==> src/rtl/module_arbitro_mem.sv <==
// module_arbitro_mem: two-requester arbiter in front of the single main-memory
// port. Requester 0 is the instruction cache (block reads), requester 1 is the
// data cache (block reads and word writes). One transaction is in flight at a
// time: IDLE picks a winner, ISSUE talks to memory, RESP acks the requester.
//
// Optional build macro: MEM_ARB_RR_EN
//   defined   -> round-robin between requester 0 and requester 1
//   undefined -> fixed priority, requester 1 always beats requester 0
module module_arbitro_mem #(
  parameter int ADDR_WIDTH = 16,
  parameter int SIZE_BLOCK = 256,
  parameter int WORD_SIZE  = 32
) (
  input  logic                  clk,
  input  logic                  rst,
  // requester 0: block read
  input  logic                  c0_rd_rq,
  input  logic [ADDR_WIDTH-1:0] c0_rd_addr,
  output logic                  c0_rd_ack,
  output logic [SIZE_BLOCK-1:0] c0_rd_data,
  // requester 1: block read
  input  logic                  c1_rd_rq,
  input  logic [ADDR_WIDTH-1:0] c1_rd_addr,
  output logic                  c1_rd_ack,
  output logic [SIZE_BLOCK-1:0] c1_rd_data,
  // requester 1: word write
  input  logic                  c1_wr_rq,
  input  logic [ADDR_WIDTH-1:0] c1_wr_addr,
  input  logic [WORD_SIZE-1:0]  c1_wr_data,
  output logic                  c1_wr_ack,
  // memory block read
  output logic                  mem_rd_rq,
  output logic [ADDR_WIDTH-1:0] mem_rd_addr,
  input  logic                  mem_rd_ack,
  input  logic [SIZE_BLOCK-1:0] mem_rd_data,
  // memory word write
  output logic                  mem_wr_rq,
  output logic [ADDR_WIDTH-1:0] mem_wr_addr,
  output logic [WORD_SIZE-1:0]  mem_wr_data,
  input  logic                  mem_wr_ack,
  output logic                  arb_busy
);

  localparam int BLK_OFF = $clog2(SIZE_BLOCK/8);

  // Masks clear the byte offset inside a block (reads) or inside a word (writes).
  localparam logic [ADDR_WIDTH-1:0] RD_MASK = {{(ADDR_WIDTH-BLK_OFF){1'b1}}, {BLK_OFF{1'b0}}};
  localparam logic [ADDR_WIDTH-1:0] WR_MASK = {{(ADDR_WIDTH-2){1'b1}}, 2'b00};

  typedef enum logic [1:0] {
    ST_IDLE  = 2'd0,
    ST_ISSUE = 2'd1,
    ST_RESP  = 2'd2
  } state_t;

  typedef enum logic [1:0] {
    SRC_C0_RD = 2'd0,
    SRC_C1_RD = 2'd1,
    SRC_C1_WR = 2'd2
  } src_t;

  state_t                state_q, state_d;
  src_t                  src_q, src_d;
  logic [ADDR_WIDTH-1:0] addr_q, addr_d;
  logic [WORD_SIZE-1:0]  wdata_q, wdata_d;
  logic [SIZE_BLOCK-1:0] rdata_q, rdata_d;
  logic                  c0_rd_ack_q, c0_rd_ack_d;
  logic                  c1_rd_ack_q, c1_rd_ack_d;
  logic                  c1_wr_ack_q, c1_wr_ack_d;
`ifdef MEM_ARB_RR_EN
  // 1 = requester 1 was granted last, so requester 0 wins the next tie.
  logic                  last_req_q, last_req_d;
`endif

  logic c0_pend, c1_pend, pick_c1, src_is_rd;
  src_t c1_src;

  // Winner selection among pending requests, evaluated every cycle but only
  // consumed in IDLE. Inside requester 1, stores drain before refills.
  always_comb begin
    c0_pend = c0_rd_rq;
    c1_pend = c1_rd_rq | c1_wr_rq;
    c1_src  = c1_wr_rq ? SRC_C1_WR : SRC_C1_RD;
`ifdef MEM_ARB_RR_EN
    pick_c1 = c1_pend && (!c0_pend || !last_req_q);
`else
    pick_c1 = c1_pend;
`endif
  end

  assign src_is_rd = (src_q == SRC_C0_RD) || (src_q == SRC_C1_RD);

  // Next-state and registered-output logic for the IDLE/ISSUE/RESP sequence.
  always_comb begin
    state_d     = state_q;
    src_d       = src_q;
    addr_d      = addr_q;
    wdata_d     = wdata_q;
    rdata_d     = rdata_q;
    c0_rd_ack_d = 1'b0;
    c1_rd_ack_d = 1'b0;
    c1_wr_ack_d = 1'b0;
`ifdef MEM_ARB_RR_EN
    last_req_d  = last_req_q;
`endif
    case (state_q)
      ST_IDLE: begin
        if (c0_pend || c1_pend) begin
          state_d = ST_ISSUE;
          if (pick_c1) begin
            src_d  = c1_src;
            addr_d = c1_wr_rq ? c1_wr_addr : c1_rd_addr;
            if (c1_wr_rq) wdata_d = c1_wr_data;
`ifdef MEM_ARB_RR_EN
            last_req_d = 1'b1;
`endif
          end else begin
            src_d  = SRC_C0_RD;
            addr_d = c0_rd_addr;
`ifdef MEM_ARB_RR_EN
            last_req_d = 1'b0;
`endif
          end
        end
      end
      ST_ISSUE: begin
        // Only the ack matching the current transaction type is honoured.
        if (src_is_rd && mem_rd_ack) begin
          rdata_d     = mem_rd_data;
          state_d     = ST_RESP;
          c0_rd_ack_d = (src_q == SRC_C0_RD);
          c1_rd_ack_d = (src_q == SRC_C1_RD);
        end else if ((src_q == SRC_C1_WR) && mem_wr_ack) begin
          state_d     = ST_RESP;
          c1_wr_ack_d = 1'b1;
        end
      end
      ST_RESP: begin
        state_d = ST_IDLE;
      end
      default: begin
        state_d = ST_IDLE;
      end
    endcase
  end

  // State registers; reset abandons any in-flight transaction without an ack.
  always_ff @(posedge clk) begin
    if (rst) begin
      state_q     <= ST_IDLE;
      src_q       <= SRC_C0_RD;
      addr_q      <= '0;
      wdata_q     <= '0;
      rdata_q     <= '0;
      c0_rd_ack_q <= 1'b0;
      c1_rd_ack_q <= 1'b0;
      c1_wr_ack_q <= 1'b0;
`ifdef MEM_ARB_RR_EN
      last_req_q  <= 1'b1;
`endif
    end else begin
      state_q     <= state_d;
      src_q       <= src_d;
      addr_q      <= addr_d;
      wdata_q     <= wdata_d;
      rdata_q     <= rdata_d;
      c0_rd_ack_q <= c0_rd_ack_d;
      c1_rd_ack_q <= c1_rd_ack_d;
      c1_wr_ack_q <= c1_wr_ack_d;
`ifdef MEM_ARB_RR_EN
      last_req_q  <= last_req_d;
`endif
    end
  end

  // Memory request drops in the ack cycle so memory sees one request per
  // transaction.
  assign mem_rd_rq   = (state_q == ST_ISSUE) && src_is_rd && !mem_rd_ack;
  assign mem_wr_rq   = (state_q == ST_ISSUE) && (src_q == SRC_C1_WR) && !mem_wr_ack;
  assign mem_rd_addr = addr_q & RD_MASK;
  assign mem_wr_addr = addr_q & WR_MASK;
  assign mem_wr_data = wdata_q;

  assign c0_rd_ack  = c0_rd_ack_q;
  assign c1_rd_ack  = c1_rd_ack_q;
  assign c1_wr_ack  = c1_wr_ack_q;
  assign c0_rd_data = rdata_q;
  assign c1_rd_data = rdata_q;
  assign arb_busy   = (state_q != ST_IDLE);

endmodule

==> config.mk <==
export PLATFORM = sky130hd
export DESIGN_NAME = module_arbitro_mem
export DESIGN_NICKNAME = d
export VERILOG_FILES = /design/src/rtl/module_arbitro_mem.sv
export SDC_FILE = /design/constraint.sdc
export NUM_CORES = 1
export LEC_CHECK = 0
export CAP_MARGIN = 20
export CELL_PAD_IN_SITES_DETAIL_PLACEMENT = 0
export CELL_PAD_IN_SITES_GLOBAL_PLACEMENT = 1
export CORE_AREA = 2 2 357 359
export CTS_CLUSTER_DIAMETER = 50
export DETAILED_ROUTE_END_ITERATION = 8
export DIE_AREA = 0 0 359 361
export PLACE_DENSITY_LB_ADDON = 0.3
export SYNTH_ARGS = -nofsm -noshare
export SYNTH_HDL_FRONTEND = slang
export SYNTH_SLANG_ARGS = --single-unit
==> constraint.sdc <==
create_clock -name clk -period 1.43 [get_ports clk]
set_input_delay 0.2145 -clock clk [delete_from_list [all_inputs] [get_ports clk]]
set_output_delay 0.2145 -clock clk [all_outputs]
set_load 0.02 [all_outputs]
## Yosys cells after proc, flatten, opt, wreduce, memory -nomap -nowiden

Index checks and enable logic that the tools add are counted.

| operators by class | value |
|---|---|
| equality and inequality tests | 5 |
| reductions and logical operators | 19 |
| bitwise gates (word level) | 3 |
| muxes and demuxes | 9 |

Operators by type and width:

| cell | count |
|---|---|
| $mux 16 | 2 |
| $mux 2 | 5 |
| $logic_and 1x1->1 | 6 |
| $reduce_and 2->1 | 3 |
| $reduce_or 3->1 | 2 |
| $eq 2x1->1 const B | 2 |
| $logic_not 2->1 | 2 |
| $pmux 2 s2 | 1 |
| $reduce_and 4->1 | 1 |
| $ne 3x3->1 const B | 1 |
| $eq 2x2->1 const B | 1 |
| $logic_not 1->1 | 2 |
| $logic_or 1x1->1 | 2 |
| $ne 2x2->1 const B | 1 |
| $not 1->1 | 2 |
| $reduce_bool 2->1 | 1 |
| $mux 1 | 1 |
| $or 1x1->1 | 1 |

| word-level totals | value |
|---|---|
| output and inout port bits | 582 |
| logic and storage cells | 44 |
| input port bits | 343 |
| register bits | 311 |

## Depth between registers and ports, before layout

| logic depth | value |
|---|---|
| depth in word-level cells | 5 |
| gate-level depth with buffers | 6 |
| gate-level depth less buffers | 4 |

## Worst setup path after synthesis

OpenSTA, ideal clock, no wires.

| path | value |
|---|---|
| kind | flip-flop to output port |
| start point | reg state_q[1] |
| end point | out mem_wr_rq |
| data required time | 1.216 ns |
| setup slack | -0.065 ns |
| arrival | 1.281 ns |
| buffers on the path | 0 |
| cell stages (with the launch flop) | 3 |
| path through | dfxtp_1 > nand2b_1 > nor4b_1 |

| between the ends | value |
|---|---|
| word-level cells in the longest chain between the ends | 3 |

Ends and longest elaborated chain:

| what | RTL line | RTL |
|---|---|---|
| start: declaration | 62 | `state_t state_q, state_d;` |
| start signal: assignment | 162 | `state_q <= state_d;` |
| $eq 2x1->1 | 179 | `assign mem_wr_rq = (state_q == ST_ISSUE) && (src_q == SRC_C1_WR) && !mem_wr_ack;` |
| $logic_and 1x1->1 (2 in a row) | 179 |  |
| end: declaration | 37 | `output logic mem_wr_rq,` |

No other way between the ends.

## Final worst setup path

| path | value |
|---|---|
| start point | reg state_q[0] |
| end point | out mem_wr_rq |

The elaborated chain is that of the path after synthesis.

==> summary.md <==
| Metric | Value |
|---|---|
| Status | finished, violations left |
| Failing checks | setup timing |
| Number of global-route vias before repair | 13,240 |
| # fillers | 13,930 |
| Dominant synthesized flop cell | dfxtp_1 |
| Hold bufs inserted after CTS | 0 |
| Num CTS Buffers | 58 |
| Routed len/inst | 19.69 µm |
| # diodes | 0 |
| R2r setup slk | -0.24 ns |
| Die height | 361 µm |
| Synth Instances | 1,603 |
| Slowest CP cell | dfxtp_4 |
| H-Tree Depth | 2 |
| Share of layout cells above drive strength 1 | 58.73% |
| Placed Cells | 3,908 |
| Drt via density | 3.317 |
| Final Max Tran Viols | 0 |
| Horiz. Die Dim | 359 µm |
| Clk Latency, worst-skew pair | 0.62 ns |
| P&R area growth vs syn | 107.6% |
| Setup CP Type | register to output pin |
| Design Power | 0.03166 W |
| Library cells used by synthesis | 27 |
| Synth area leader | dfxtp_1 |
| Crit Path Max Fanout | 2 |
| Minimum clock period | 1.729 ns |
| P_leak | 11.67 nW |
| Post-DP HPWL | 58,730 µm |
| Most common cell in the synthesized netlist | nand2_1 |
| Die area | 129,600 µm² |
| TritonCTS clock tree | done |
| Hold path startpoint | rst |
| Post-route cell area | 27,280 µm² |
| Seq/Total Area, Yosys | 47.09% |
| Global-route wire length before repair | 101,800 µm |
| Worst hold path type | primary input to register |
| Syn Area/Cell | 8.196 µm² |
| PD cells | 1161 nW/µm² |
| Layout Nets | 2,710 |
| Setup violations, final | 300 |
| # DRC | 0 |
| R2R Path Start | state_q[1] |
| Crit-path max cell delay | 0.34 ns |
| Core area | 125,400 µm² |
| Slew headroom | 63.32% |
| Mapped Area | 13,140 µm² |
| YS warnings | 0 |
| RSZ-0062 raised after global routing | true |
| Critical Path AT | 1.51 ns |
| Via count | 13,490 |
| Gr usage total | 10.87% |
| Worst Slack Setup Final | -0.2991 ns |
| Clock sink total | 309 |
| Min-Delay Endpoint | c0_rd_data[121] |
| WP buf/inv | 2 |
| Initial antenna violation count | 1 |
| Largest net degree at the start of global routing | 69 |
| Maximum VDD drop | 0.8478 mV |
| Cell Area, Placed | 22,950 µm² |
| CP Cell Sequence | buf_6 > nand2b_4 > nor4b_2 > buf_4 |
| FF+latch count, synth | 309 |
| Register cell area after layout | 6670 µm² |
| IO Pins | 925 |
| Clk pin slew, worst setup/hold paths | 0.05 ns |
| Total Wirelength | 80,060 µm |
| Post-DRT Antenna Nets | 0 |
| Layout Skew | 0.01615 ns |
| Yosys top cell area share | 47.09% |
| PortBufs | 911 |
| 1st-iter DRT viols | 403 |
| CP endpoint kind | output pin |
| Crit path required time | 1.22 ns |
| CP delay by family, top | flip-flops |
| Routability cong. | 0.7459 |
| Non-filler cells, final | 4,066 |
| Synth area leaders | dfxtp_1 47%, buf_4 16%, nand2_1 15% |
| Reg2reg path depth | 7 |
| Worst-Margin Slew | 0.5502 ns |
| Synth async-reset ratio | 0% |
| Clk buf depth | 3 |
| F_max | 578.3 MHz |
| Fin. Hold Viols | 0 |
| Root Driver | clkbuf_16 |
| Remaining Overflow, GRT | 0 |
| # rows | 130 |
| Hold path depth | 3 |
| Number of max-cap violations | 0 |
| Area of the multi-input gates | 5962 µm² |
| Initial core utilization | 10.48% |
| Pre-Repair DR Iteration Count | 4 |
| Crit path launch type | register |
| List of most frequent post-synthesis cells | 527 x nand2_1, 309 x dfxtp_1, 281 x buf_4 |
| Post-synth EDFFs | 0 |
| Reg2reg end | c0_rd_data[194] |
| Tcrit/Tclk final | 120.9% |
what timing repair did:
action / in CTS / in global routing
pin swaps: 5 / 233
setup endpoints to repair: 774 / 412
buffers inserted: 15 / 9
gates resized for setup: 3214 / 511
cloned: 5 / 28
placed cells by master, fill, tap and decap left out, drive strengths merged, types with 4 or more instances in the layout:
cell type	Yosys	final
a22o	14	14
nand2	527	527
inv	1	11
o21ai	16	16
conb	1	7
clkinv	0	12
clkbuf	38	95
dfxtp	309	309
mux2i	46	46
clkinvlp	0	4
bufinv	0	11
clkdlybuf4s50	0	335
nor3	5	5
a21oi	259	259
nor2	35	35
buf	339	717
per-layer routing:
| metal | track usage (%) | up-vias | wire [µm] |
|---|---|---|---|
| met5 | 0 | - | 13 |
| met4 | 3.045 | 2 | 1721 |
| met3 | 3.092 | 98 | 4936 |
| met2 | 20.12 | 519 | 42420 |
| met1 | 12.02 | 6414 | 30970 |
| li1 | - | 6453 | - |
final cells by class:
class	instances	area share (%)
inverter	1	0.01376
clock buffer	72	5.921
multi-input combinational	922	21.85
timing repair buffer	1075	38.22
tap	1650	7.568
sequential	309	24.45
clock inverter	37	1.972
where the power goes:
part / switching [W] / internal, W / leakage (nW)
Sequential: 0.000563 / 0.00910 / 2.65
Combinational: 0.00341 / 0.00337 / 7.97
Clock: 0.00518 / 0.0100 / 1.05
through the flow:
| stage | utilization [%] | hold slack, ns | worst slack (ns) | setup TNS [ns] |
|---|---|---|---|---|
| floorplan | - | 0.3505 | 0.1453 | 0 |
| global placement | 18.30 | 0.4599 | -0.5033 | -119.91 |
| detailed placement | 18.30 | 0.4646 | -0.5336 | -121.88 |
| CTS | 19.66 | 0.02822 | -0.4199 | -34.47 |
| global route | 21.75 | 0.04295 | -0.3937 | -71.11 |
| finish | 21.75 | 0.05160 | -0.2991 | -46.08 |
flip-flops by register name, summed over array words and instances (netlist names):
signal       flops
c0_rd_ack        1
src_q            2
c1_wr_ack        1
c0_rd_data     256
addr_q          14
state_q          2
mem_wr_data     32
c1_rd_ack        1
tightest hold or removal path, cell delays in order:
cell and delay, ns:
buf_8 0.11, buf_12 0.24, a21oi_2 0.04
worst max-delay path by stage:
stage | startpoint | to | slack, ns | cells past startpoint
floorplan | state_q[1] | addr_q[10] | 0.15 | 5
global placement | c1_rd_rq | addr_q[14] | -0.50 | 4
detailed placement | c1_rd_rq | addr_q[14] | -0.53 | 4
CTS | state_q[0] | mem_wr_rq | -0.42 | 4
global route | state_q[0] | mem_wr_rq | -0.39 | 4
finish | state_q[0] | mem_wr_rq | -0.30 | 4
logic make-up after synthesis:
family,count (synthesis),share of synthesized area [%]
other,1,0.02854
AOI/OAI and AO/OA,291,11.62
and+or+nand+nor,578,17.05
buffers and inverters,378,20.71
muxes,46,3.505
DFF,309,47.09
(Power assumes the default switching activity.)
